[src/rtl/ucode_loader_pkg.sv]
// ucode_loader_pkg: shared defaults and FSM state encodings for the ucode loader
package ucode_loader_pkg;
  localparam int UL_DATA_SZ = 16;
  localparam int UL_ADDR_SZ = 10;
  localparam logic [7:0] UL_SYNC_BYTE = 8'hA5;
  localparam int UL_TIMEOUT_CYCLES = 480_000;
  localparam logic [2:0] UL_IDLE    = 3'd0;
  localparam logic [2:0] UL_ADDR_HI = 3'd1;
  localparam logic [2:0] UL_ADDR_LO = 3'd2;
  localparam logic [2:0] UL_CNT_HI  = 3'd3;
  localparam logic [2:0] UL_CNT_LO  = 3'd4;
  localparam logic [2:0] UL_DATA_HI = 3'd5;
  localparam logic [2:0] UL_DATA_LO = 3'd6;
  localparam logic [2:0] UL_CSUM    = 3'd7;
endpackage

[src/rtl/ucode_loader_byte_timeout.sv]
// byte_timeout: inter-byte gap counter; i_run enables counting, i_clr restarts it, o_expire flags the limit
module byte_timeout #(
  parameter int LIMIT = 480_000
) (
  input  logic i_clk,
  input  logic i_rst_n,
  input  logic i_run,
  input  logic i_clr,
  output logic o_expire
);
  localparam int W = $clog2(LIMIT + 1);
  logic [W-1:0] cnt_q, cnt_d;
  assign o_expire = i_run && cnt_q == W'(LIMIT);
  assign cnt_d = (!i_run || i_clr) ? '0 : o_expire ? cnt_q : cnt_q + W'(1);
  always_ff @(posedge i_clk or negedge i_rst_n)
    if (!i_rst_n) cnt_q <= '0;
    else cnt_q <= cnt_d;
endmodule

[src/rtl/ucode_loader.sv]
// ucode_loader: parses framed serial load records into ucode BRAM writes
//   in : i_clk, i_rst_n (async, active-low), i_rx_wr/i_rx_data (byte strobe + data)
//   out: o_uc_wr/o_uc_waddr/o_uc_wdata (registered write port), o_busy, o_done (pulse), o_error (sticky)
//   UC_LOADER_TIMEOUT_EN: abort a frame when the inter-byte gap reaches TIMEOUT_CYCLES
module ucode_loader
  import ucode_loader_pkg::*;
#(
  parameter int DATA_SZ = UL_DATA_SZ,
  parameter int ADDR_SZ = UL_ADDR_SZ,
  parameter logic [7:0] SYNC_BYTE = UL_SYNC_BYTE,
  parameter int TIMEOUT_CYCLES = UL_TIMEOUT_CYCLES
) (
  input  logic               i_clk,
  input  logic               i_rst_n,
  input  logic               i_rx_wr,
  input  logic [7:0]         i_rx_data,
  output logic               o_uc_wr,
  output logic [ADDR_SZ-1:0] o_uc_waddr,
  output logic [DATA_SZ-1:0] o_uc_wdata,
  output logic               o_busy,
  output logic               o_done,
  output logic               o_error
);
  logic [2:0] state_q, state_d;
  logic [ADDR_SZ-1:0] addr_q, addr_d, waddr_q, waddr_d;
  logic [15:0] cnt_q, cnt_d;
  logic [7:0] hi_q, hi_d, acc_q, acc_d;
  logic [DATA_SZ-1:0] wdata_q, wdata_d;
  logic wr_q, wr_d, done_q, done_d, err_q, err_d, tmo;
  logic [15:0] word;
  assign word = {hi_q, i_rx_data};
`ifdef UC_LOADER_TIMEOUT_EN
  byte_timeout #(.LIMIT(TIMEOUT_CYCLES)) u_tmo (
    .i_clk    (i_clk),
    .i_rst_n  (i_rst_n),
    .i_run    (state_q != UL_IDLE),
    .i_clr    (i_rx_wr),
    .o_expire (tmo)
  );
`else
  assign tmo = 1'b0;
`endif
  always_comb begin
    state_d = state_q;
    addr_d  = addr_q;
    cnt_d   = cnt_q;
    hi_d    = hi_q;
    acc_d   = acc_q;
    waddr_d = waddr_q;
    wdata_d = wdata_q;
    wr_d    = 1'b0;
    done_d  = 1'b0;
    err_d   = err_q;
    if (i_rx_wr) begin
      acc_d = state_q == UL_IDLE ? 8'h00 : acc_q ^ i_rx_data;
      case (state_q)
        UL_IDLE: if (i_rx_data == SYNC_BYTE) begin
          state_d = UL_ADDR_HI;
          err_d   = 1'b0;
        end
        UL_ADDR_HI: begin
          hi_d    = i_rx_data;
          state_d = UL_ADDR_LO;
        end
        UL_ADDR_LO: begin
          addr_d  = word[ADDR_SZ-1:0];
          state_d = UL_CNT_HI;
        end
        UL_CNT_HI: begin
          hi_d    = i_rx_data;
          state_d = UL_CNT_LO;
        end
        UL_CNT_LO: begin
          cnt_d   = word;
          state_d = word == 16'd0 ? UL_CSUM : UL_DATA_HI;
        end
        UL_DATA_HI: begin
          hi_d    = i_rx_data;
          state_d = UL_DATA_LO;
        end
        UL_DATA_LO: begin
          wr_d    = 1'b1;
          waddr_d = addr_q;
          wdata_d = word;
          addr_d  = addr_q + ADDR_SZ'(1);
          cnt_d   = cnt_q - 16'd1;
          state_d = cnt_q == 16'd1 ? UL_CSUM : UL_DATA_HI;
        end
        default: begin
          done_d  = (acc_q ^ i_rx_data) == 8'h00;
          err_d   = (acc_q ^ i_rx_data) != 8'h00;
          state_d = UL_IDLE;
        end
      endcase
    end else if (tmo) begin
      err_d   = 1'b1;
      state_d = UL_IDLE;
    end
  end
  always_ff @(posedge i_clk or negedge i_rst_n)
    if (!i_rst_n) begin
      state_q <= UL_IDLE;
      addr_q  <= '0;
      cnt_q   <= '0;
      hi_q    <= '0;
      acc_q   <= '0;
      waddr_q <= '0;
      wdata_q <= '0;
      wr_q    <= 1'b0;
      done_q  <= 1'b0;
      err_q   <= 1'b0;
    end else begin
      state_q <= state_d;
      addr_q  <= addr_d;
      cnt_q   <= cnt_d;
      hi_q    <= hi_d;
      acc_q   <= acc_d;
      waddr_q <= waddr_d;
      wdata_q <= wdata_d;
      wr_q    <= wr_d;
      done_q  <= done_d;
      err_q   <= err_d;
    end
  assign o_uc_wr    = wr_q;
  assign o_uc_waddr = waddr_q;
  assign o_uc_wdata = wdata_q;
  assign o_busy     = state_q != UL_IDLE;
  assign o_done     = done_q;
  assign o_error    = err_q;
endmodule
[config.mk]
export PLATFORM = sky130hd
export DESIGN_NAME = ucode_loader
export DESIGN_NICKNAME = d
export VERILOG_FILES = /design/src/rtl/ucode_loader_pkg.sv /design/src/rtl/ucode_loader_byte_timeout.sv /design/src/rtl/ucode_loader.sv
export SDC_FILE = /design/constraint.sdc
export NUM_CORES = 1
export LEC_CHECK = 0
export ABC_CLOCK_PERIOD_IN_PS = 3800
export BUFFER_PORTS_ARGS = -buffer_cell sky130_fd_sc_hd__buf_2
export CAP_MARGIN = 30
export CORE_ASPECT_RATIO = 1.5
export CORE_MARGIN = 2
export CORE_UTILIZATION = 63
export DETAILED_ROUTE_END_ITERATION = 10
export GPL_ROUTABILITY_DRIVEN = 0
export HOLD_SLACK_MARGIN = 0.15
export PLACE_DENSITY = 0.83
export SLEW_MARGIN = 25
export SYNTH_ARGS = -nofsm -noshare
export SYNTH_HDL_FRONTEND = slang
export SYNTH_SLANG_ARGS = --single-unit
[constraint.sdc]
create_clock -name i_clk -period 3.8 [get_ports i_clk]
set_input_delay 0.19 -clock i_clk [delete_from_list [all_inputs] [get_ports i_clk]]
set_output_delay 0.19 -clock i_clk [all_outputs]
set_load 0.005 [all_outputs]
Word-level counts from Yosys, hierarchy flattened
Index checks and enable logic that the tools add are counted.
- multiplexer cells: 13
- reductions and logical operators: 16
- equal/unequal tests: 9
- $add $sub $neg: 2
- bitwise gates (word level): 2
- operators by type and width (operator ; count):
    16-bit one-hot mux with 2 select lines ; 1
    3-bit one-hot mux with 7 select lines ; 1
    10-bit one-hot mux with 2 select lines ; 1
    16-bit by 1-bit == test with 1-bit output (second input constant) ; 1
    16-bit logical NOT ; 1
    16-bit by 1-bit subtractor with 16-bit output (second input constant) ; 1
    10-bit by 1-bit adder with 10-bit output (second input constant) ; 1
    2-bit AND reduction ; 5
    3-bit == test (second input constant) ; 3
    8-bit == test (second input constant) ; 1
    8-bit logical NOT ; 1
    8-bit two-way mux ; 1
    8-bit nonzero test ; 1
    8-bit bitwise XOR ; 1
    7-bit OR reduction ; 1
    3-bit by 2-bit == test with 1-bit output (second input constant) ; 2
    6-bit OR reduction ; 1
    1-bit two-way mux ; 5
    2-bit two-way mux ; 2
    2-bit nonzero test ; 2
    3-bit by 1-bit == test with 1-bit output (second input constant) ; 1
    3-bit logical NOT ; 1
    3-bit two-way mux ; 1
    3-bit AND reduction ; 1
    5 further kinds ; 5
- logic and storage cells: 52
- register bits: 74
- input port bits: 11
- output and inout bits: 30

Logic depth before layout (Yosys ltp)
- depth in word-level cells: 4
- mapped depth: 6
- mapped depth without buffers: 6

Least setup slack after synthesis
Ideal clock, no wire load.
- path kind: reg-to-reg
- from: reg cnt_q[0]
- to: reg cnt_q[14]
- clock period less this slack: 1.618 ns
- path buffers: 0
- library setup time: 0.126 ns
- setup slack: 2.182 ns
- cell stages (with the launch flop): 7
- data arrival time: 1.492 ns
- data required time: 3.674 ns
- cell sequence: dfrtp_1 -> inv_1 -> ha_1 -> nor3b_2 -> nand4_1 -> mux2i_1 -> a221o_1
- cells in the longest elaborated chain, start to end: 2
- ends and longest elaborated chain (what ; RTL line ; source):
    start: declaration ; ucode_loader.sv:26 ; logic [15:0] cnt_q, cnt_d;
    start signal: assignment ; ucode_loader.sv:115 ; cnt_q <= cnt_d;
    16-bit by 1-bit subtractor with 16-bit output ; ucode_loader.sv:86 ; cnt_d = cnt_q - 16'd1;
    16-bit one-hot mux with 2 select lines ; ucode_loader.sv:56 ; case (state_q)
Every way passes these cells.
A chain may end at the register's enable or synchronous reset.

Worst setup path in the final report
- from: reg state_q[1]
- to: reg addr_q[9]
- cells in the longest elaborated chain, start to end: 3
- elaborated cells on any way between the ends: 5
- those cells by class: 2 x eq/ne; 1 x mux; 2 x reduce/logical
- ends and longest elaborated chain (what ; RTL line ; source):
    start: declaration ; ucode_loader.sv:24 ; logic [2:0] state_q, state_d;
    start signal: assignment ; ucode_loader.sv:113 ; state_q <= state_d;
    3-bit == test or 3-bit by 2-bit == test with 1-bit output (tied branches) ; ucode_loader.sv:56 ;
    2-bit nonzero test (no source line) ; n/a ;
    2-bit AND reduction (no source line) ; n/a ;
    end signal: assignment ; ucode_loader.sv:114 ; addr_q <= addr_d;
    end: declaration ; ucode_loader.sv:25 ; logic [ADDR_SZ-1:0] addr_q, addr_d, waddr_q, waddr_d;
Parallel ways exist; a longest one is shown, timed or not.

==> flow_metrics.tcl <==
set metrics [dict create \
    p_sw_uw 1295 \
    critPathRequiredTime_ps 4040 \
    cp_max_fo 22 \
    htreeDepth 3 \
    clock_skew_ps 8.245 \
    async_reset_ff_share_pct 100.0 \
    design_area_um2 4228 \
    grt-ovfl-total 0 \
    dp_hpwl_mm 5.847 \
    start_kind "register" \
    rsz0062_at_grt "no" \
    worst_hold_path_type "in2reg" \
    slew-limit-headroom_pct 45.67 \
    fin_crit_sh_pct 53.33 \
    grt_pass1_wl_mm 14.43 \
    dieArea_um2 6640 \
    routed_wl_mm 8.662 \
    postRouteAntennaNets 0 \
    p_per_area_nw_per_um2 826.1 \
    drc 0 \
    maxCapViolCount 0 \
    first_pass_iters 6 \
    initial_core_util_pct 65.25 \
    timing.rr.start "state_q[1]" \
    p_int_uw 2197 \
    cts_tree "done" \
    multiInputGateArea_um2 1773 \
    combPwrFrac_pct 33.6 \
    rrSetupSlack_ps 1770 \
    die_h_um 98.81 \
    hold_viol 0 \
    regArea_um2 1852 \
    root_buffer "clkbuf_8" \
    reg2reg_depth 5 \
    setup_viol 0 \
    viasPerCell 6.339 \
    p_seq_share_pct 45.2 \
    cts_max_path_buffers 2 \
    nets 412 \
    clk_latency_ps 360 \
    initialDrtViolationCount 262 \
    worst_pin_slew_ps 814.9 \
    path_class "reg2reg" \
    rows 34 \
    crit_start "state_q[1]" \
    syn-num-nets 379 \
    status "finished clean" \
    max-vdd-ir-drop_mv 0.4440 \
    hold_depth 3 \
    grt.total_usage_pct 28.85 \
    syn2layout_area_growth_pct 12.00 \
    syn_area_per_cell_um2 10.34 \
    grt_max_degree 42 \
    cts.sinks 74 \
    clkTransAtPathRegs_ps 80 \
    cp.arrival_ps 2260 \
    insertedDiodeCount 0 \
    crit_end "addr_q[9]" \
    r2r-end "addr_q[9]" \
    p_leak_uw 0.001841 \
    route.vias.total 3011 \
    synth_area_um2 3775 \
    layout-drive-gt1-share_pct 24.07 \
    wl_per_cell_um 18.24 \
    port_buffers 40 \
    fin_crit_ps 2027 \
    ios 41 \
    hp-start "i_rx_data[1]" \
    setup_tns_ps 0 \
    cts_setup_buffers 0 \
    sw_frac_of_total_pct 37.09 \
    cts_resized 0 \
    synth_cells 365 \
    grt_pass1_vias 3044 \
    fp.coreArea_um2 5786 \
    synthFlopType "dfrtp_1" \
    place_area_um2 3960 \
    die_w_um 67.20 \
    report.final.slew_viol_count 0 \
    fmax_ghz 0.4934 \
    synth_edf_count 0 \
    antenna_found_initial 0 \
    post_synth_num_cell_types 57 \
    nFillCells 451 \
    layout_common_cells "74 x dfrtp_1, 42 x o21ai_0, 39 x buf_2" \
    ys_warn_count 0 \
    endpoint_kind "register" \
    hold_buffers 1 \
    synth_seq_cells 74 \
    synth_seq_area_share_pct 49.06 \
    clkPwrFrac_pct 21.2 \
    layout_commonest_cell "dfrtp_1" \
    numCtsBuffers 9 \
]
[critical path, cell delays in order, from the launching register on]
cell	delay, ps
dfrtp_1	570
nand4b_1	550
buf_4	440
inv_1	130
and3_1	160
nor3_1	50
[layout make-up]
| cell class | instances | area share, % |
|---|---|---|
| Timing Repair Buffer | 44 | 5.653 |
| Clock inverter | 4 | 2.338 |
| Inverter | 8 | 0.7103 |
| Multi-Input combinational cell | 261 | 41.94 |
| Clock buffer | 12 | 3.433 |
| Tap cell | 72 | 2.131 |
| Sequential cell | 74 | 43.80 |
[cells by family after synthesis]
family	after synthesis	synth area share, %
buffers and inverters	30	3.978
xor gates and xnor gates	10	2.320
adders and majority gates	3	0.9945
DFF	74	49.06
AOI/OAI and AO/OA	94	15.35
and+or+nand+nor	120	18.20
muxes	34	10.11
[sequential cells by signal, indices dropped and copies added, names as in the netlist]
signal / flops
state_q: 3
o_uc_waddr: 10
cnt_q: 16
acc_q: 8
o_error: 1
addr_q: 10
o_uc_wr: 1
hi_q: 8
o_done: 1
o_uc_wdata: 16
[power groups by stage]
stage                     clock [uW]  combinational (uW)  sequential [uW]
after global placement             0                1110             1560
after CTS                        743                1170             1570
after global routing             780                1290             1640
after floorplan                    0                 876             1460
final                            741                1170             1580
after detailed placement           0                1160             1590
[how the worst min path moves through the flow]
| stage | end | slack [ps] |
|---|---|---|
| after detailed placement | o_uc_waddr[5] | 360 |
| after CTS | addr_q[1] | 180 |
| after global placement | o_uc_waddr[5] | 370 |
| after global routing | addr_q[1] | 200 |
| final | addr_q[1] | 180 |
| after floorplan | acc_q[0] | -110 |
[metal layers]
metal  up-vias  wire (um)  GRT usage, %  share of wire, %
li1       1403          -             -                 -
met1      1504       3461         36.70                40
met2        86       4584         46.76                53
met3        18        442         5.137               5.1
met4         0        174         13.97               2.0
met5         -          0             0                 0
[synthesized netlist by cell type, drive strengths merged, types with 3 or more instances]
library cell	instances	share of area, %
a21oi	13	1.7
a221o	3	0.80
a22oi	4	0.80
a31oi	4	0.66
a32oi	3	0.70
and3	4	0.66
and3b	3	0.70
buf	15	2.5
clkbuf	7	0.70
dfrtp	74	49
ha	3	0.99
inv	8	0.80
mux2	33	9.8
nand2	33	3.3
nand2b	9	1.5
nand3	8	1.1
nand4	8	1.3
nor2	13	1.4
nor3	15	2.3
nor4	9	2.0
o21ai	46	6.2
o22ai	3	0.50
or4	4	1.1
xor2	9	2.1
[through the flow]
step | util [%] | hold slack, ps | setup WS (ps) | instances | power (uW)
floorplan | - | -105.6 | 2182 | 365 | 2332
global placement | 68.45 | 367.3 | 1718 | 457 | 2671
detailed placement | 68.45 | 360.5 | 1651 | 457 | 2742
CTS | 72.84 | 178.2 | 1625 | 474 | 3484
global route | 73.08 | 198.7 | 1621 | 475 | 3717
finish | 73.08 | 177.4 | 1773 | 475 | 3493
Power figures use the tool's default switching activity.
